$ cat src/rtl/sd_cmd_sequencer.sv
// Single-command sequencer for the SD CMD-line serial engine: latches a host request,
// issues it to the engine, and reports completion, timeout, abort and response status.
module sd_cmd_sequencer #(
  parameter int unsigned ABORT_RST_CYCLES = 4
) (
  input  logic         sd_clk,
  input  logic         rst,
  input  logic         start_i,
  input  logic [5:0]   cmd_idx_i,
  input  logic [31:0]  cmd_arg_i,
  input  logic [1:0]   resp_type_i,
  input  logic         crc_chk_en_i,
  input  logic         idx_chk_en_i,
  input  logic [15:0]  timeout_i,
  input  logic         abort_i,
  output logic         ser_start_o,
  output logic [1:0]   ser_setting_o,
  output logic [39:0]  ser_cmd_o,
  output logic         ser_rst_o,
  input  logic         ser_finish_i,
  input  logic         ser_crc_ok_i,
  input  logic         ser_index_ok_i,
  input  logic [119:0] ser_response_i,
  output logic         busy_o,
  output logic         done_o,
  output logic [4:0]   status_o,
  output logic [119:0] response_o
);

  localparam int unsigned RstCntW = $clog2(ABORT_RST_CYCLES + 1);
  localparam logic [RstCntW-1:0] RstLast = RstCntW'(ABORT_RST_CYCLES);

  typedef enum logic [2:0] {
    StIdle  = 3'd0,
    StIssue = 3'd1,
    StWait  = 3'd2,
    StCheck = 3'd3,
    StAbort = 3'd4
  } state_e;

  state_e             state_q;
  logic [15:0]        tcnt_q;
  logic [15:0]        tmo_q;
  logic [RstCntW-1:0] rcnt_q;
  logic               crc_en_q;
  logic               idx_en_q;
  logic               with_resp;

  assign with_resp = ser_setting_o[0];

  always_ff @(posedge sd_clk or posedge rst) begin
    if (rst) begin
      state_q       <= StIdle;
      tcnt_q        <= '0;
      tmo_q         <= '0;
      rcnt_q        <= '0;
      crc_en_q      <= 1'b0;
      idx_en_q      <= 1'b0;
      ser_start_o   <= 1'b0;
      ser_setting_o <= '0;
      ser_cmd_o     <= '0;
      ser_rst_o     <= 1'b1;
      busy_o        <= 1'b1;
      done_o        <= 1'b0;
      status_o      <= '0;
      response_o    <= '0;
    end else begin
      ser_start_o <= 1'b0;
      done_o      <= 1'b0;
      case (state_q)
        // CHECK has busy_o low, so it accepts a new request exactly like IDLE.
        StIdle, StCheck: begin
          state_q <= StIdle;
          if (ser_rst_o) begin
            // Post-reset engine recovery hold.
            if (rcnt_q == RstLast) begin
              ser_rst_o <= 1'b0;
              busy_o    <= 1'b0;
            end else begin
              rcnt_q <= rcnt_q + 1'b1;
            end
          end else if (start_i && !busy_o) begin
            ser_cmd_o     <= {2'b01, cmd_idx_i, cmd_arg_i};
            ser_setting_o <= {resp_type_i == 2'b10, resp_type_i != 2'b00};
            crc_en_q      <= crc_chk_en_i;
            idx_en_q      <= idx_chk_en_i;
            tmo_q         <= timeout_i;
            status_o      <= '0;
            busy_o        <= 1'b1;
            state_q       <= StIssue;
          end
        end
        StIssue: begin
          ser_start_o <= 1'b1;
          tcnt_q      <= '0;
          state_q     <= StWait;
        end
        StWait: begin
          if (tcnt_q != 16'hFFFF) tcnt_q <= tcnt_q + 16'd1;
          if (ser_finish_i) begin
            if (with_resp) response_o <= ser_response_i;
            status_o <= {idx_en_q & with_resp & ~ser_index_ok_i,
                         crc_en_q & with_resp & ~ser_crc_ok_i, 3'b001};
            done_o   <= 1'b1;
            busy_o   <= 1'b0;
            state_q  <= StCheck;
          end else if (abort_i || (tmo_q != 16'd0 && tcnt_q == tmo_q - 16'd1)) begin
            status_o  <= abort_i ? 5'b00010 : 5'b00100;
            ser_rst_o <= 1'b1;
            rcnt_q    <= RstCntW'(1);
            state_q   <= StAbort;
          end
        end
        StAbort: begin
          if (rcnt_q == RstLast) begin
            ser_rst_o <= 1'b0;
            done_o    <= 1'b1;
            busy_o    <= 1'b0;
            state_q   <= StIdle;
          end else begin
            rcnt_q <= rcnt_q + 1'b1;
          end
        end
        default: state_q <= StIdle;
      endcase
    end
  end

endmodule

$ cat config.mk
export PLATFORM = sky130hd
export DESIGN_NAME = sd_cmd_sequencer
export DESIGN_NICKNAME = d
export VERILOG_FILES = /design/src/rtl/sd_cmd_sequencer.sv
export SDC_FILE = /design/constraint.sdc
export NUM_CORES = 1
export LEC_CHECK = 0
export BUFFER_PORTS_ARGS = -buffer_cell sky130_fd_sc_hd__buf_2
export CORE_ASPECT_RATIO = 1.1
export CORE_UTILIZATION = 44
export DETAILED_ROUTE_END_ITERATION = 12
export PLACE_DENSITY = 0.88
export SLEW_MARGIN = 0
export SYNTH_ARGS = -nofsm -noshare
export SYNTH_HDL_FRONTEND = slang
export SYNTH_SLANG_ARGS = --single-unit
$ cat constraint.sdc
create_clock -name sd_clk -period 6.6 [get_ports sd_clk]
set_clock_uncertainty 0.15 [all_clocks]
set_input_delay 1.32 -clock sd_clk [delete_from_list [all_inputs] [get_ports sd_clk]]
set_output_delay 1.32 -clock sd_clk [all_outputs]
set_load 0.03 [all_outputs]
* Word-level counts from Yosys, hierarchy flattened
Index checks and enable logic that the tools add are counted.
Operators by class: add/sub/neg operators 3, equality and inequality tests 18, muxes and demuxes 34, bitwise gates (word level) 7, reduce and logical (&&, ||, !) cells 19
Operators with widths (number):
- case mux 16 bit (2 select lines) | 1
- 2-to-1 mux 3 bit | 8
- 2-to-1 mux 5 bit | 4
- adder 16 x 1 -> 16 bit, second input constant | 1
- equality test 16 bit | 1
- 2-to-1 mux 16 bit | 1
- inequality test 16 bit, second input constant | 1
- inequality test 2 bit, second input constant | 8
- nonzero test 16 bit | 1
- subtractor 16 x 1 -> 16 bit, second input constant | 1
- 2-to-1 mux 1 bit | 14
- case mux 3 bit (4 select lines) | 1
- AND reduction 4 bit | 3
- case mux 5 bit (2 select lines) | 1
- case mux 3 bit (3 select lines) | 1
- AND reduction 3 bit | 3
- equality test 3 x 2 -> 1 bit, second input constant | 2
- equality test 3 bit, second input constant | 2
- inequality test 3 bit, second input constant | 2
- case mux 1 bit (3 select lines) | 2
- nonzero test 2 bit | 3
- bitwise AND 1 bit | 4
- AND reduction 2 bit | 2
- adder 3 x 1 -> 3 bit, second input constant | 1
- other kinds (10) | 13
Storage, ports and cells: register bits 210, input bits 185, output and inout bits 171, word-level logic and storage cells 95

* Longest topological paths before layout
Gate-level depths: netlist (run 1).
word-level depth 7, mapped depth 9, gate-level depth less buffers 9

* Least setup slack after synthesis (run 1)
No wires, ideal clock.
path kind input port to flip-flop, from input start_i, to register ser_cmd_o[11], library setup time 0.125 ns, arrival time 2.832 ns, data required time 6.325 ns, slack 3.493 ns, stages 6, buffers on the path 2, path through nor2b_1 nand2b_1 nor3_1 clkbuf_1 clkbuf_1 mux2_2
Between the ends: longest elaborated chain between the ends 2
Ends and longest elaborated chain:
- start: declaration | RTL line 8 | input logic start_i,
- logical AND 1 bit | RTL line 82 | end else if (start_i && !busy_o) begin
- AND reduction 3 bit (no source line)
- end signal: assignment | RTL line 83 | ser_cmd_o <= {2'b01, cmd_idx_i, cmd_arg_i};
- end: declaration | RTL line 18 | output logic [39:0] ser_cmd_o,
Every way passes these cells. A chain may end at the register's enable or synchronous reset.

* Worst setup path in the final report (run 1)
from register state_q[2], to register response_o[4]
Between the ends: longest elaborated chain between the ends 2
Ends and longest elaborated chain:
- start: declaration | RTL line 41 | state_e state_q;
- start signal: assignment | RTL line 53 | state_q <= StIdle;
- start signal: assignment | RTL line 73 | state_q <= StIdle;
- start signal: assignment | RTL line 90 | state_q <= StIssue;
- equality test 3 x 2 -> 1 bit | RTL line 70 | case (state_q)
- AND reduction 3 bit (no source line)
- end signal: assignment | RTL line 101 | if (with_resp) response_o <= ser_response_i;
- end: declaration | RTL line 27 | output logic [119:0] response_o
Every way passes these cells.

==> metrics.md, run 1 <==
| Metric | Value |
|---|---|
| Post-layout net count | around 1.2k |
| Final worst-path cycle share | 46.97% |
| Starting Density | a little under half |
| Clock transition at the register clock pins on the worst setup and hold paths after CTS | ~0.060 ns |
| Count of pins over their slew limit | 0 |
| Largest cells by area after synthesis | sky130_fd_sc_hd__dfrtp_1, sky130_fd_sc_hd__mux2_2, sky130_fd_sc_hd__xnor2_1 |
| Count of distinct cell types in the synthesized netlist | slightly below 60 |
| Max stage delay cell, worst path | sky130_fd_sc_hd__nand3_4 |
| Count of endpoints failing hold in the final timing report | 0 |
| Arrival @ worst endpoint | 3.32 ns |
| Number of resized instances in the post-cts repair step | 0 |
| Vias | approximately 6.6k |
| Hold-critical path depth | 1 |
| Area growth syn-to-layout | 30.93% |
| Pin count of the biggest net entering global routing | 130 |
| Worst R2R Start | state_q[2] |
| Register-to-Register Path Depth | 5 |
| Run status | complete, no violations |
| Worst Tran Pin Value | between 0.9 and 1 ns |
| Worst slew slack as a fraction of its limit | 33.43% |
| Critical Path Sink Type | register |
| Sequential share of the synthesized area | 59.75% |
| Die outline height | 150.3 um |
| Cell area after synthesis | just under 9000 um^2 |
| Area inside the core boundary | between 15000 and 20000 um^2 |
| Residual overflow from global routing | 0 |
| Total negative setup slack | 0 ns |
| Per-cell routed wire length | about 18 um |
| Full die area | 20570 um^2 |
| Leakage power of the design | ~5.7 nW |
| Category of the most critical setup path | reg2reg |
| Synthesized instance count | 638 |
| Async set or reset register ratio after synthesis | between 90% and 100% |
| Drt initial violations | roughly 210 |
| Router iterations before antenna repair | 4 |
| GPL Wtd Cong | ~0.87 |
| Launch point of the worst hold path | ser_cmd_o[38] |
| Remaining design rule violation count | 0 |
| Maximum achievable frequency | 0.3226 GHz |
| Chip Width | between 100 and 150 um |
| Via count of the first global-routing pass | around 6.8k |
| Placed wire-length estimate after detailed placement | about 17000 um |
| Number of register bits inferred by synthesis | 210 |
| First-pass GRT wire length | between 30000 and 40000 um |
| Crit path cell chain | nand2b_1 -> nor2_1 -> nand3_4 -> buf_4 -> mux2_2 |
| Hold crit path type | reg2reg |
| Commonest cells in the synthesized netlist | sky130_fd_sc_hd__dfrtp_1, sky130_fd_sc_hd__mux2_2, sky130_fd_sc_hd__nor2_1, sky130_fd_sc_hd__nand2_1, sky130_fd_sc_hd__clkbuf_1 |
| Count of antenna-violating nets left after detailed routing | 0 |
| Total setup violations reported at the end of the flow | 0 |
| Share of cells above drive strength 1 | 58.53% |
| Post-DR vias/cell | about 5.2 |
| Number of clock buffers inserted by TritonCTS | 22 |
| Largest stage delay on the critical path | approximately 0.6 ns |
| Period minus WS final | 3.100 ns |
| Count of pins on the block boundary | roughly 360 |
| Initial antenna violation count | 1 |
| Hold buffer count at cts | 0 |
| Proportion of netlist area held by the largest area contributor | roughly three fifths |
| Most used standard cell by instance count after synthesis | sky130_fd_sc_hd__dfrtp_1 |
| Largest area contributor in the netlist | sky130_fd_sc_hd__dfrtp_1 |
| YS warnings | 0 |
| Worst IR drop on VDD | 0.3814 mV |
| Net count after synthesis | 827 |
| Beginning of the critical path | state_q[2] |
| Setup slack on the worst flop-to-flop path | around 3.5 ns |
| Critical register-to-register path endpoint | response_o[4] |
| CTS H-tree depth | 1 |
| Total power of the final layout | 6.349 mW |
| Routed wire length | about 23000 um |
| Number of rows created at floorplan | 53 |
| Startpoint kind of the worst setup timing path | register |
| RSZ-0062 raised after global routing | no |
| Max Root-Sink Buffers | 3 |
| Syn_area_per_cell | 13.79 um^2 |
| Top FF cell, synth | sky130_fd_sc_hd__dfrtp_1 |
| Number of violations of the max-capacitance limit | 0 |
| TritonCTS sink count | 210 |
| Required arrival time at the worst endpoint | between 6 and 7 ns |
| CTS Root Cell | sky130_fd_sc_hd__clkbuf_16 |
| Cell Pwr Density | 551.1 nW/um^2 |
| Capturing instance or port of the critical path | response_o[4] |
| Largest fanout of any net on the critical path | 56 |
| CTS tree | built |
| Number of buffers added on ports | ~350 |
| Number of setup buffers added after CTS | 0 |
| Total global routing track utilization | 21.62% |
| Count of flip-flops with a built-in enable after synthesis | 0 |
| Number of fill cells | roughly 1.5k |
| Worst-skew pair later-pin latency | 0.49 ns |
## layer usage
layer,part of all wire (%),track usage (%)
met1,38,25.75
met2,51,37.11
met3,7.4,5.690
met4,3.7,8.571
met5,0,0
## power by group
part	switching (mW)	internal [mW]	total [mW]
clock network	0.494	0.661	1.16
logic	1.85	1.07	2.91
registers	0.395	1.88	2.28
## stage by stage
step | std cells | utilization, % | hold WS [ns] | worst slack, ns | area (um^2)
detailed placement | 1218 | 56.04 | 0.3072 | 3.186 | 10850
floorplan | 638 | - | 0.3230 | 2.403 | 8803
CTS | 1255 | 59.49 | 0.3199 | 3.540 | 11520
finish | 1256 | 59.50 | 0.3214 | 3.500 | 11520
global route | 1256 | 59.50 | 0.3544 | 3.305 | 11520
global placement | 1218 | 56.04 | 0.3078 | 3.228 | 10850
## critical path: cells and delay by family, from the launching register on
family | cells | cell delay [ns]
buffers and inverters | 1 | 0.56
multiplexers | 1 | 0.38
AND/OR/NAND/NOR | 3 | 1.30
flip-flops | 1 | 0.48
## cell families (layout without fill, tap and decap cells)
logic type,after synthesis,in the layout,share of synthesized area (%)
AOI/OAI and AO/OA,64,64,4.749
xor gates and xnor gates,30,30,2.986
buffers and inverters,40,410,1.834
and+or+nand+nor,112,112,7.465
muxes,175,175,22.38
other,1,2,0.04262
DFF,210,210,59.75
adders and majority gates,6,6,0.7963
## layout by cell type, fill, tap and decap left out, types with 3 or more instances in the layout
cell type	netlist	final
sky130_fd_sc_hd__a211oi_1	3	3
sky130_fd_sc_hd__a21oi_1	12	12
sky130_fd_sc_hd__and4_1	4	4
sky130_fd_sc_hd__buf_2	0	354
sky130_fd_sc_hd__buf_4	1	5
sky130_fd_sc_hd__clkbuf_1	21	7
sky130_fd_sc_hd__clkbuf_16	0	22
sky130_fd_sc_hd__clkbuf_8	0	4
sky130_fd_sc_hd__dfrtp_1	208	208
sky130_fd_sc_hd__ha_1	4	4
sky130_fd_sc_hd__inv_1	13	12
sky130_fd_sc_hd__mux2_2	174	174
sky130_fd_sc_hd__nand2_1	25	25
sky130_fd_sc_hd__nand2b_1	4	4
sky130_fd_sc_hd__nand3_1	8	7
sky130_fd_sc_hd__nand4_1	6	6
sky130_fd_sc_hd__nor2_1	29	29
sky130_fd_sc_hd__nor3_1	10	9
sky130_fd_sc_hd__nor4_4	3	3
sky130_fd_sc_hd__o211ai_1	3	3
sky130_fd_sc_hd__o21ai_0	18	18
sky130_fd_sc_hd__o21ai_1	7	7
sky130_fd_sc_hd__o31ai_1	3	3
sky130_fd_sc_hd__or2_2	3	3
sky130_fd_sc_hd__or3_1	3	3
sky130_fd_sc_hd__xnor2_1	16	16
sky130_fd_sc_hd__xor2_1	14	14
## how the worst min path moves through the flow
stage	to	slack, ns
final	ser_cmd_o[38]	0.32
after global routing	ser_cmd_o[38]	0.35
after CTS	ser_cmd_o[38]	0.32
after detailed placement	ser_cmd_o[38]	0.31
after global placement	ser_cmd_o[38]	0.31
after floorplan	crc_en_q	0.32
## final cells by class
cell class,count,area [um^2],area share [%]
clock buffer,33,631.9,5.484
inverter,13,52.55,0.4561
clock inverter,4,35.03,0.3041
timing repair buffer,360,1829,15.88
sequential,210,5258,45.63
multi-input combinational,388,3403,29.54
antenna,1,2.502,0.02172
tap,247,309.0,2.682
## state kept, by name, summed over array words and instances (netlist names)
name	cells
ser_rst_o	1
ser_start_o	1
tcnt_q	16
tmo_q	16
rcnt_q	3
idx_en_q	1
response_o	120
status_o	5
busy_o	1
state_q	3
ser_setting_o	2
crc_en_q	1
done_o	1
ser_cmd_o	39
Power figures use the tool's default switching activity.
==> run 2: changes to the inputs <==
--- a/config.mk
+++ b/config.mk
@@ -5,11 +5,12 @@
 export SDC_FILE = /design/constraint.sdc
 export NUM_CORES = 1
 export LEC_CHECK = 0
+export ABC_AREA = 1
 export BUFFER_PORTS_ARGS = -buffer_cell sky130_fd_sc_hd__buf_2
 export CORE_ASPECT_RATIO = 1.1
-export CORE_UTILIZATION = 44
+export CORE_UTILIZATION = 49
 export DETAILED_ROUTE_END_ITERATION = 12
-export PLACE_DENSITY = 0.88
+export PLACE_DENSITY = 0.91
 export SLEW_MARGIN = 0
 export SYNTH_ARGS = -nofsm -noshare
 export SYNTH_HDL_FRONTEND = slang
==> constraint.sdc (replaced) <==
create_clock -name sd_clk -period 3 [get_ports sd_clk]
set_clock_uncertainty 0.15 [all_clocks]
set_input_delay 0.6 -clock sd_clk [delete_from_list [all_inputs] [get_ports sd_clk]]
set_output_delay 0.6 -clock sd_clk [all_outputs]
set_load 0.03 [all_outputs]
==> metrics.md, run 2 <==
| Metric | Value |
|---|---|
| RSZ-0062 raised after global routing | no |
| Cell Pwr Density | around 1200 nW/um^2 |
| Via count of the first global-routing pass | around 8.6k |
| Die outline height | 145.5 um |
| Number of setup buffers added after CTS | 0 |
| Register-to-Register Path Depth | 10 |
| Period minus WS final | ~2.5 ns |
| Category of the most critical setup path | reg2reg |
| Commonest cells in the synthesized netlist | sky130_fd_sc_hd__nand2_1, sky130_fd_sc_hd__dfrtp_1, sky130_fd_sc_hd__inv_1, sky130_fd_sc_hd__nor2_1, sky130_fd_sc_hd__nand3_1 |
| CTS H-tree depth | 1 |
| Number of clock buffers inserted by TritonCTS | 22 |
| First-pass GRT wire length | around 42000 um |
| Worst IR drop on VDD | 0.6254 mV |
| Number of buffers added on ports | about 350 |
| Number of violations of the max-capacitance limit | 0 |
| Final setup margin | 0.5243 ns |
| Crit path cell chain | inv_1 -> nor2_2 -> nand2_2 -> nor2_2 -> inv_2 -> nor2_4 -> clkinv_2 -> buf_4 -> nand2_1 -> nand2_1 |
| Count of pins over their slew limit | 0 |
| CTS tree | built |
| Net count after synthesis | ~1.3k |
| Placed wire-length estimate after detailed placement | 19290 um |
| Pin count of the biggest net entering global routing | 122 |
| Layout Utilization | between 60 and 70% |
| Routed wire length | around 26000 um |
| Number of resized instances in the post-cts repair step | 0 |
| Final worst-path cycle share | 82.52% |
| Router iterations before antenna repair | 5 |
| Worst Tran Pin Value | roughly 1.2 ns |
| Number of fill cells | roughly 1.5k |
| Async set or reset register ratio after synthesis | 100.0% |
| Count of flip-flops with a built-in enable after synthesis | 0 |
| Worst-skew pair later-pin latency | ~0.50 ns |
| Highest-count cells in the layout ignoring fill and taps | sky130_fd_sc_hd__nand2_1, sky130_fd_sc_hd__buf_2, sky130_fd_sc_hd__dfrtp_1, sky130_fd_sc_hd__inv_1, sky130_fd_sc_hd__nor2_1 |
| Full die area | a little under 20000 um^2 |
| Largest cells by area after synthesis | sky130_fd_sc_hd__dfrtp_1, sky130_fd_sc_hd__nand2_1, sky130_fd_sc_hd__inv_1 |
| Largest area contributor in the netlist | sky130_fd_sc_hd__dfrtp_1 |
| Count of distinct cell types in the synthesized netlist | between 40 and 50 |
| Clock transition at the register clock pins on the worst setup and hold paths after CTS | 0.06 ns |
| YS warnings | 0 |
| Starting Density | between 40% and 50% |
| Drt initial violations | roughly 470 |
| Startpoint kind of the worst setup timing path | register |
| Proportion of netlist area held by the largest area contributor | around 57% |
| Hold crit path type | in2async |
| Max Root-Sink Buffers | 3 |
| Max FFs per register | 120 |
| Required arrival time at the worst endpoint | around 3.3 ns |
| Leakage power of the design | between 6 and 7 nW |
| Stages on worst setup path | 10 |
| Maximum achievable frequency | just over 0.4 GHz |
| Post-layout net count | 1641 |
| Vias | around 8.5k |
| Synthesized instance count | approximately 1.1k |
| Count of pins on the block boundary | about 360 |
| Arrival @ worst endpoint | 2.75 ns |
| Post-DR vias/cell | 4.958 |
| Residual overflow from global routing | 0 |
| CTS Root Cell | sky130_fd_sc_hd__clkbuf_16 |
| Most common library cell in the layout ignoring fill and taps | sky130_fd_sc_hd__nand2_1 |
| Total global routing track utilization | between 20% and 30% |
| Registers with the most flip-flops | response_o: 120 flops, ser_cmd_o: 39 flops |
| Top FF cell, synth | sky130_fd_sc_hd__dfrtp_1 |
| Critical Path Sink Type | register |
| Count of non-filler cells in the finished layout | between 1.5k and 2k |
| Syn_area_per_cell | roughly 8.3 um^2 |
| Count of buffer and inverter cells on the critical path | 4 |
| Register with the highest flop count | response_o |
| Per-cell routed wire length | around 15 um |
| Worst hold-check slack | about 0.12 ns |
| Area growth syn-to-layout | 30.26% |
| Top cell family by delay on the critical path | buffers and inverters |
| Number of register bits inferred by synthesis | 210 |
| Count of endpoints failing hold in the final timing report | 0 |
| Sequential share of the synthesized area | between 50% and 60% |
| Run status | complete, no violations |
| Worst slew slack as a fraction of its limit | about a fifth |
| TritonCTS sink count | 210 |
| Pre-CTS WS | 0.5092 ns |
| Most used standard cell by instance count after synthesis | sky130_fd_sc_hd__nand2_1 |
| Beginning of the critical path | state_q[1] |
| Share of cells above drive strength 1 | about 31% |
| Remaining design rule violation count | 0 |
| Cell Count Post-Placement | approximately 1.7k |
| Hold buffer count at cts | 0 |
| Number of rows created at floorplan | between 50 and 60 |
| GPL Wtd Cong | between 0.9 and 1 |
| Count of antenna-violating nets left after detailed routing | 0 |
| Largest fanout of any net on the critical path | between 100 and 150 |
| Total setup violations reported at the end of the flow | 0 |
| Chip Width | 132.4 um |
| Cell area after synthesis | ~9200 um^2 |
| Max stage delay cell, worst path | sky130_fd_sc_hd__buf_4 |
| Area inside the core boundary | ~18000 um^2 |
| Initial antenna violation count | 5 |
| Worst R2R Start | state_q[1] |
| Largest stage delay on the critical path | ~0.82 ns |
run 2: cell count changes in the layout (fill, tap and decap cells not counted), sizes merged, moves of 8 or more:
cell	before	now
mux2	174	0
buf	360	368
xnor2	16	7
nand2	26	617
nor2	29	56
inv	13	57
nand3	8	30
run 2: path summary, 6_finish.rpt:
path / end / slack (ns)
min in group sd_clk: ser_cmd_o[36] / 0.15
worst max register to register: response_o[34] / 0.52
worst min-delay path: response_o[101] / 0.12
worst min register to register: ser_cmd_o[25] / 0.32
max in group asynchronous: response_o[95] / 1.88
worst max-delay path: response_o[34] / 0.52
run 2: kinds of logic (layout without fill, tap and decap cells):
group	Yosys count	count (layout)	synth area share, %
AOI/OAI and AO/OA	44	44	2.676
xor gates and xnor gates	14	14	1.338
DFF	210	210	57.36
buffers and inverters	101	467	5.050
other	1	6	0.04091
and+or+nand+nor	727	727	32.99
adders and majority gates	4	4	0.5460
run 2: final cells by class:
type                            count  area (um^2)  area share, %
Clock buffer                       34        666.9          5.585
Multi-Input combinational cell    790         3446          28.86
Inverter                           60        235.2          1.970
Sequential cell                   210         5258          44.03
Clock inverter                      5        78.83         0.6602
Antenna cell                        5        12.51         0.1048
Timing Repair Buffer              368         1939          16.24
Tap cell                          243        304.0          2.546
run 2: routing by layer:
layer | track usage [%] | vias to the layer above | part of all wire [%]
met5 | 0 | - | 0
met4 | 14.71 | 0 | 4.5
met3 | 6.339 | 90 | 7.8
met2 | 46.21 | 407 | 49
li1 | - | 4064 | -
met1 | 32.76 | 3942 | 38
run 2: power by group:
| group | switching (mW) | total, mW | internal (mW) |
|---|---|---|---|
| clock network | 1.08 | 2.78 | 1.70 |
| logic | 4.53 | 6.28 | 1.75 |
| registers | 0.781 | 4.83 | 4.05 |
run 2: per-stage QoR:
stage	area, um^2	setup TNS [ns]	power, mW
3_5_place_dp	11180	0	11.10
2_1_floorplan	9170	-99.13	9.157
5_1_grt	11940	0	14.73
4_1_cts	11930	0	13.95
6_report	11940	0	13.90
3_3_place_gp	11180	0	10.87
==> run 3: changes to the inputs <==
==> constraint.sdc (replaced) <==
create_clock -name sd_clk -period 2.3 [get_ports sd_clk]
set_clock_uncertainty 0.15 [all_clocks]
set_input_delay 0.46 -clock sd_clk [delete_from_list [all_inputs] [get_ports sd_clk]]
set_output_delay 0.46 -clock sd_clk [all_outputs]
set_load 0.03 [all_outputs]
==> metrics.md, run 3 (synthesis results as in run 2) <==
| Metric | Value |
|---|---|
| Run status | complete, no violations |
| Critical register-to-register path endpoint | rcnt_q[0] |
| Count of buffer and inverter cells on the critical path | 2 |
| Arrival @ worst endpoint | between 2 and 2.5 ns |
| Worst IR drop on VDD | ~1 mV |
| Most common library cell in the layout ignoring fill and taps | sky130_fd_sc_hd__nand2_1 |
| Count of antenna-violating nets left after detailed routing | 0 |
| Count of pins on the block boundary | roughly 360 |
| Via count of the first global-routing pass | between 8k and 9k |
| Worst hold-check slack | 0.01221 ns |
| Registers with the most flip-flops | response_o: 120 flops, ser_cmd_o: 39 flops |
| Beginning of the critical path | tmo_q[1] |
| Count of endpoints failing hold in the final timing report | 0 |
| Capturing instance or port of the critical path | rcnt_q[0] |
| Startpoint kind of the worst setup timing path | register |
| Number of buffers added on ports | around 350 |
| First-pass GRT wire length | 44970 um |
| Area inside the core boundary | around 18000 um^2 |
| Register-to-Register Path Depth | 16 |
| Pin count of the biggest net entering global routing | about 70 |
| Post-DR vias/cell | slightly above 5 |
| Hold crit path type | in2reg |
| Count of pins over their slew limit | 0 |
| Starting Density | about 50% |
| Largest stage delay on the critical path | between 0.4 and 0.5 ns |
| Residual overflow from global routing | 0 |
| GPL Wtd Cong | about 0.93 |
| Worst slew slack as a fraction of its limit | 53.83% |
| Max FFs per register | 120 |
| Remaining design rule violation count | 0 |
| Number of rows created at floorplan | 52 |
| Largest fanout of any net on the critical path | 7 |
| Required arrival time at the worst endpoint | between 2 and 3 ns |
| Highest-count cells in the layout ignoring fill and taps | sky130_fd_sc_hd__nand2_1, sky130_fd_sc_hd__buf_2, sky130_fd_sc_hd__dfrtp_1, sky130_fd_sc_hd__inv_1, sky130_fd_sc_hd__nor2_1 |
| Critical Path Sink Type | register |
| Router iterations before antenna repair | 5 |
| Max Root-Sink Buffers | 3 |
| Worst R2R Start | tmo_q[1] |
| Period minus WS final | between 2 and 2.5 ns |
| Placed wire-length estimate after detailed placement | 20150 um |
| Total setup violations reported at the end of the flow | 0 |
| Setup slack on the worst flop-to-flop path | roughly 0.087 ns |
| Count of non-filler cells in the finished layout | 1748 |
| Stages on worst setup path | 16 |
| Cell Pwr Density | between 1000 and 1500 nW/um^2 |
| Die outline height | between 100 and 150 um |
| Worst-skew pair later-pin latency | around 0.50 ns |
| CTS Root Cell | sky130_fd_sc_hd__clkbuf_16 |
| Number of clock buffers inserted by TritonCTS | 23 |
| Routed wire length | between 20000 and 30000 um |
| Worst Tran Pin Value | just under 0.7 ns |
| Leakage power of the design | ~7.1 nW |
| Full die area | ~19000 um^2 |
| Chip Width | approximately 130 um |
| CTS H-tree depth | 1 |
| Area growth syn-to-layout | 34.88% |
| RSZ-0062 raised after global routing | yes |
| Number of violations of the max-capacitance limit | 0 |
| Post-layout net count | around 1.7k |
| Vias | 8866 |
| Max stage delay cell, worst path | sky130_fd_sc_hd__dfrtp_1 |
| CP most frequent cell | sky130_fd_sc_hd__nand2_1 |
| CTS tree | built |
| Initial antenna violation count | 4 |
| Total global routing track utilization | between 20% and 30% |
| Final worst-path cycle share | 96.23% |
| Crit path cell chain | inv_2 -> ha_4 -> nand2_2 -> inv_2 -> nor2_4 -> nand2_2 -> nor2_2 -> nand3_1 -> nor2_1 -> nand2_1 -> nor2_2 -> nand3_2 -> nand2_4 -> nand3_4 -> nand2_1 -> nand2_1 |
| Per-cell routed wire length | between 15 and 20 um |
| Category of the most critical setup path | reg2reg |
| Maximum achievable frequency | 0.4518 GHz |
| Drt initial violations | between 500 and 600 |
| Cell Count Post-Placement | roughly 1.7k |
| Clock transition at the register clock pins on the worst setup and hold paths after CTS | 0.06 ns |
| Top cell family by delay on the critical path | simple AND/OR/NAND/NOR gates |
| Register with the highest flop count | response_o |
| Share of cells above drive strength 1 | 31.45% |
| Launch point of the worst hold path | ser_response_i[104] |
| TritonCTS sink count | 210 |
| Number of fill cells | approximately 1.5k |
## run 3: changes by cell type in the layout (fill, tap and decap cells not counted), moves of 3 or more
cell	change
sky130_fd_sc_hd__buf_12	+7
sky130_fd_sc_hd__dlygate4sd3_1	+24
sky130_fd_sc_hd__inv_1	-3
sky130_fd_sc_hd__inv_2	+3
sky130_fd_sc_hd__nand2_1	-4
sky130_fd_sc_hd__nand2_2	+3
sky130_fd_sc_hd__nor2_1	-3
## run 3: area by class of cell
class                      count  area (um^2)  share of cell area (%)
clock buffer                  38        701.9                   5.678
clock inverter                 3        17.52                  0.1417
inverter                      60        235.2                   1.903
timing repair buffer         400         2327                   18.82
multi-input combinational    790         3507                   28.37
tap                          243        304.0                   2.459
antenna                        4        10.01                 0.08096
sequential                   210         5260                   42.55
## run 3: per-stage QoR
stage,total power [mW],area (um^2),setup TNS (ns),setup slack [ns],utilization [%]
6_report,18.54,12360,0,0.08666,67.38
3_5_place_dp,14.68,11310,0,0.07609,61.63
3_3_place_gp,14.38,11310,0,0.2110,61.63
5_1_grt,19.58,12360,-0.1948,-0.04717,67.38
4_1_cts,18.30,12270,0,0.07018,66.86
2_1_floorplan,11.94,9170,-216.28,-1.037,-
## run 3: tightest hold or removal path: cells and delay by family
family,cells,cell delay (ns)
and+or+nand+nor,2,0.09
buffers and inverters,1,0.08
## run 3: worst min path at each step
stage,end,slack (ns),cells after the start
2_1_floorplan,idx_en_q,0.29,2
6_report,response_o[104],0.01,3
3_5_place_dp,ser_cmd_o[38],0.30,1
4_1_cts,ser_cmd_o[4],0.0002,3
3_3_place_gp,ser_cmd_o[38],0.30,1
5_1_grt,response_o[13],0.004,3
## run 3: power by group
group / switching, mW / internal, mW / leakage [nW]
clock: 1.43 / 2.07 / 0.351
sequential: 1.10 / 5.29 / 2.65
combinational: 6.12 / 2.52 / 4.09
total: 8.65 / 9.88 / 7.09
## run 3: per-layer routing
layer  share of wire (%)  wire [um]  vias up  track usage (%)
met5                   0          0        -                0
met1                  37      10660     4209            35.74
met4                 4.2       1204        0            12.87
li1                    -          -     4147                -
met2                  51      14550      424            50.87
met3                 7.6       2158       86            6.339
## run 3: repair_timing
item / 4_1_cts / 5_1_grt
resized for setup: 0 / 19
buffers inserted: 0 / 4
hold buffers: 24 / 0
endpoints found under the hold margin: 32 / 0
endpoints found under the setup margin: 0 / 18
